--- src/rtl/counterm_updown.sv ---
// Modulo-M up/down counter with parallel load, wrap/saturate mode,
// combinational terminal count for cascading and a registered wrap pulse.
module counterm_updown #(
  parameter int unsigned N = 5,
  parameter int unsigned M = 20
) (
  input  logic         clk,
  input  logic         reset,
  input  logic         enable,
  input  logic         up,
  input  logic         load,
  input  logic [N-1:0] load_val,
  input  logic         sat,
  output logic [N-1:0] out,
  output logic         tc,
  output logic         wrap
);

  if (M < 2 || longint'(M) > (longint'(1) << N)) begin : g_bad_modulus
    $error("counterm_updown: modulus M=%0d out of range for N=%0d", M, N);
  end

  localparam logic [N-1:0] MaxVal = N'(M - 1);
  localparam logic [N-1:0] One    = N'(1);

  logic [N-1:0] count_q, count_d;
  logic         wrap_q, wrap_d;

  // Bounds are compared explicitly so M == 2**N never relies on natural overflow.
  always_comb begin
    count_d = count_q;
    wrap_d  = 1'b0;
    if (load) begin
      count_d = (load_val > MaxVal) ? MaxVal : load_val;
    end else if (enable) begin
      if (up) begin
        if (count_q == MaxVal) begin
          if (!sat) begin
            count_d = '0;
            wrap_d  = 1'b1;
          end
        end else begin
          count_d = count_q + One;
        end
      end else begin
        if (count_q == '0) begin
          if (!sat) begin
            count_d = MaxVal;
            wrap_d  = 1'b1;
          end
        end else begin
          count_d = count_q - One;
        end
      end
    end
  end

  always_ff @(posedge clk or negedge reset) begin
    if (!reset) begin
      count_q <= '0;
      wrap_q  <= 1'b0;
    end else begin
      count_q <= count_d;
      wrap_q  <= wrap_d;
    end
  end

  assign out  = count_q;
  assign wrap = wrap_q;
  assign tc   = enable & ~load & (up ? (count_q == MaxVal) : (count_q == '0));

endmodule

--- config.mk ---
export PLATFORM = sky130hd
export DESIGN_NAME = counterm_updown
export DESIGN_NICKNAME = d
export VERILOG_FILES = /design/src/rtl/counterm_updown.sv
export SDC_FILE = /design/constraint.sdc
export NUM_CORES = 1
export LEC_CHECK = 0
export CAP_MARGIN = 20
export CORE_MARGIN = 5
export CORE_UTILIZATION = 45
export DETAILED_ROUTE_END_ITERATION = 10
export PLACE_DENSITY = 0.75
export SLEW_MARGIN = 10
export SYNTH_ARGS = -nofsm -noshare
export SYNTH_HDL_FRONTEND = slang
export SYNTH_SLANG_ARGS = --single-unit
--- constraint.sdc ---
create_clock -name clk -period 2.51 [get_ports clk]
set_input_delay 0.3765 -clock clk [delete_from_list [all_inputs] [get_ports clk]]
set_output_delay 0.3765 -clock clk [all_outputs]
set_load 0.01 [all_outputs]
======== Word level (Yosys, flattened, before mapping) ========
Cells that the tools add are included.
word-level totals
  output and inout bits ................... 7
  register bits after elaboration ......... 6
operators by class
  eq/ne operators ......................... 3
  mux-type cells .......................... 15
  add/subtract/negate cells ............... 2
  reduce and logical (&&, ||, !) cells .... 3
  $lt $le $gt $ge ......................... 1
  bitwise operators ....................... 3
operators with widths
  operator                                              count
  2-to-1 mux 5 bit                                      8
  inequality test 4 bit, second input constant          2
  2-to-1 mux 1 bit                                      7
  adder 5 x 1 -> 5 bit, second input constant           1
  == test 5 bit, second input constant                  1
  greater-than comparator 5 bit, second input constant  1
  zero test 5 bit                                       1
  subtractor 5 x 1 -> 5 bit, second input constant      1
  AND reduction 3 bit                                   1
  bitwise AND 1 bit                                     2
  nonzero test 2 bit                                    1
  inverter 1 bit                                        1

======== Depth between registers and ports, before layout ========
  word-level depth ........................ 5
  mapped depth ............................ 7
  mapped depth without buffers ............ 7

======== Worst setup path after synthesis ========
OpenSTA, ideal clock, no wires.
  kind .................................... flip-flop to output port
  start ................................... register count_q[0], in the netlist out[0]
  end ..................................... output port tc
  stages on the path, launching flop included .. 6
  setup slack ............................. 0.617 ns
  required time ........................... 2.134 ns
  arrival time ............................ 1.517 ns
  path through ............................ dfrtp_1 > inv_1 > ha_1 > nand2b_1 > o21a_1 > nor4bb_1
between the ends
  longest elaborated chain between the ends .. 3
RTL lines
  item                                                     RTL line  RTL
  from (decl)                                              26        logic [N-1:0] count_q, count_d;
  from (signal assigned)                                   63        count_q <= count_d;
  == test 5 bit / zero test 5 bit (equally long branches)  70        assign tc = enable & ~load & (up ? (count_q == MaxVal) : (count_q == '0));
  2-to-1 mux 1 bit *                                       70
  bitwise AND 1 bit *                                      70
  to (decl)                                                15        output logic tc,
Mark *: on every way between the ends. The rest lies on a longest branch, timed or not.

======== Worst setup path after layout ========
Ends and elaborated chain as after synthesis.

==> summary.txt <==
Run status - complete, no violations
Vias/cell - 5.77
Critical path startpoint category - register
Class of the worst hold path - primary input to async pin
Maximum fanout count along the critical path - 5
Power per standard cell area - 487 mW/mm²
Sum of routed wire length over all layers - 1.66 mm
Number of setup violations in the final report - 0
Capturing element type of the critical path - output pin
Type of the worst setup path - register to output pin
Fill count - 124
Final Hold Viols - 0
Vias in the first global route - 636
Critical R2R Launch - out[0]$_DFFE_PN0P_
Clock edge transition at the registers on the reported setup and hold paths - 50 ps
Post-synth cell types - 35
Highest attainable clock frequency - 426 MHz
Share of total power in the clock network - 21.5%
Tcrit/Tclk final - 93.5%
Most common flop cell mapped by yosys - dfrtp_1
Post-CTS Setup Repair Bufs - 0
Area enclosed by the die boundary - 0.00217 mm²
Final Skew - 6.48 ps
Post-route antenna net violation count - 0
Largest cells by area after synthesis - dfrtp_1 (25%), ha_1 (6.2%), a21oi_1 (5.0%), o21ai_0 (4.2%), nor2_1 (3.7%)
Count of antenna diodes in the layout - 0
CTS H-tree lvls - 1
Capturing point of the worst reg2reg path - out[0]$_DFFE_PN0P_
Number of CTS-inserted buffers - 3
Synth Net Count - 88
Placer congestion estimate - 0.805
Final Total Pwr - 410 µW
Die width - 46.6 µm
Setup repair after global routing missed its margin - no
Internal power contribution - 265 µW
Post-synthesis cell type with the largest combined area - dfrtp_1
CTS tree - yes
Placement Rows - 13
Number of warnings reported in the yosys synthesis log - 0
Leak - 0.359 nW
# Max-Cap Violations - 0
Critical path arrival - 1970 ps
Via count - 646
WP data required - 2130 ps
Global-route wire length before repair - 2.79 mm
Worst supply voltage drop on vdd - 0.000362 V
Ys async rst share - 100%
Switch Pwr - 145 µW
Worst reg-to-reg path cell count - 7
Flip-flop and latch count after synthesis - 6
Antenna violations before repair - 0
CTS Root Cell - clkbuf_4
Total standard cell area after synthesis - 602 µm²
Yosys top cell area share - 24.9%
Pre-Repair DR Iteration Count - 4
Aggregate global routing overflow - 0
Post-Route Setup TNS - 0 ps
Share of power burned in registers - 31.4%
Initial standard-cell utilization of the core - 46.8%
Worst skew pair latency - 250 ps
Number of remaining DRC errors - 0
Synth Area per Inst - 8.13 µm²
Area added between synthesis and finish - 39.9%
Hold buffers post-CTS - 0
Net switching share of the total power - 35.4%
Synthesized instance count - 74
Final slew viol count - 0
Violation count after the first detailed-routing iteration - 14
Reg-to-reg setup timing slack - 570 ps
Top cells by instance count after synthesis - a21oi_1 (6), dfrtp_1 (6), nor2_1 (6)
DP Cell Count - 109
Final std cells w/o fill - 112
Clock period minus final worst setup slack - 2350 ps
Slew at the pin with the worst max-slew slack - 341 ps
Post-synth EDFFs - 0
Global-route usage over all layers - 18.8%
Area of the core - 0.00128 mm²
Die outline height - 46.6 µm
Utilization after layout - 65.5%
Ports - 18
Fraction of layout cells with a size suffix above 1 - 17.5%
Max-slew headroom - 77.0%
Share of synthesized area occupied by flip-flops and latches - 24.9%
Final layout net count - 113
Number of buffers on the longest clock path - 2
Number of sinks driven by the clock tree - 6
PostCTS Resize Cnt - 1
Port Buffers - 17
Largest net degree at the start of global routing - 12
Share of total power in combinational logic - 47.1%
Wirelength per Cell - 14.8 µm
Detailed Place HPWL - 1.31 mm
==> flip-flops by register name, summed over array words and instances (netlist names) <==
| register | cells |
|---|---|
| out | 5 |
| wrap | 1 |
==> cells in the final DEF, fill, tap and decap left out <==
master and count:
o21a_1 1, nand4b_1 1, a31oi_1 2, nand3_1 2, nor2_1 6, dfrtp_1 6
clkdlybuf4s50_1 16, a22o_1 2, or3_1 2, a32o_1 2, nor4_1 2, nand2b_1 1
a21oi_2 1, o31ai_1 2, a21o_1 1, mux2_2 1, nor2b_1 1, a21oi_1 6
mux2i_1 1, buf_4 8, nor4bb_1 1, or2_2 1, inv_1 5, or4b_4 1
o21ai_2 2, a311oi_1 2, nand3b_1 2, ha_1 3, a22oi_1 1, o21ai_0 5
and2_1 1, nand2_1 3, a211o_1 1, dlygate4sd2_1 1, clkbuf_4 3, nor3b_1 1
==> cells by family (layout without fill, tap and decap cells) <==
family / after synthesis / in the layout / synth area share, %
and+or+nand+nor: 25 / 25 / 24.7
muxes: 2 / 2 / 3.53
AOI/OAI and AO/OA: 28 / 28 / 32.4
adders and majority gates: 3 / 3 / 6.24
buffers and inverters: 10 / 33 / 8.11
DFF: 6 / 6 / 24.9
==> critical path: stages (launching register included) <==
cell and delay (ps):
dfrtp_1 420, inv_1 120, ha_1 210, nand2b_1 90
o21a_1 200, nor4bb_1 350, dlygate4sd2_1 340
==> through the flow <==
stage | worst slack (ps) | hold WS, ps | instance area (µm²)
after floorplan | 617 | 80.9 | 602
after global placement | 83.4 | 630 | 821
after detailed placement | -32.3 | 637 | 821
after CTS | 160 | 371 | 842
after global routing | 95.5 | 397 | 842
final | 163 | 376 | 842
==> metal layers <==
| metal | vias to the layer above | track usage [%] | wire length, µm |
|---|---|---|---|
| li1 | 325 | - | - |
| met1 | 305 | 22.5 | 771 |
| met5 | - | 0 | 0 |
| met2 | 12 | 30.8 | 812 |
| met4 | 0 | 11.9 | 29 |
| met3 | 4 | 2.73 | 48 |
==> final cells by class <==
cell class / count / area, µm² / area share, %
Sequential cell: 6 / 150 / 17.8
Timing Repair Buffer: 25 / 229 / 27.2
Tap cell: 15 / 18.8 / 2.23
Inverter: 5 / 18.8 / 2.23
Multi-Input combinational cell: 58 / 403 / 47.8
Clock buffer: 3 / 22.5 / 2.67
==> how the worst max path moves through the flow <==
stage | slack (ps) | start | depth (start not counted) | end
2_1_floorplan | 620 | out[0]$_DFFE_PN0P_ | 5 | tc
3_3_place_gp | 80 | up | 5 | tc
3_5_place_dp | -30 | up | 5 | tc
4_1_cts | 160 | out[0]$_DFFE_PN0P_ | 6 | tc
5_1_grt | 100 | out[0]$_DFFE_PN0P_ | 6 | tc
6_report | 160 | out[0]$_DFFE_PN0P_ | 6 | tc
==> power by group through the flow <==
stage	sequential, mW	clock [mW]	combinational (mW)
6_report	0.129	0.0883	0.193
5_1_grt	0.131	0.0965	0.213
4_1_cts	0.128	0.0928	0.192
3_5_place_dp	0.130	0	0.191
3_3_place_gp	0.129	0	0.189
2_1_floorplan	0.126	0	0.116
(Power assumes the default switching activity.)
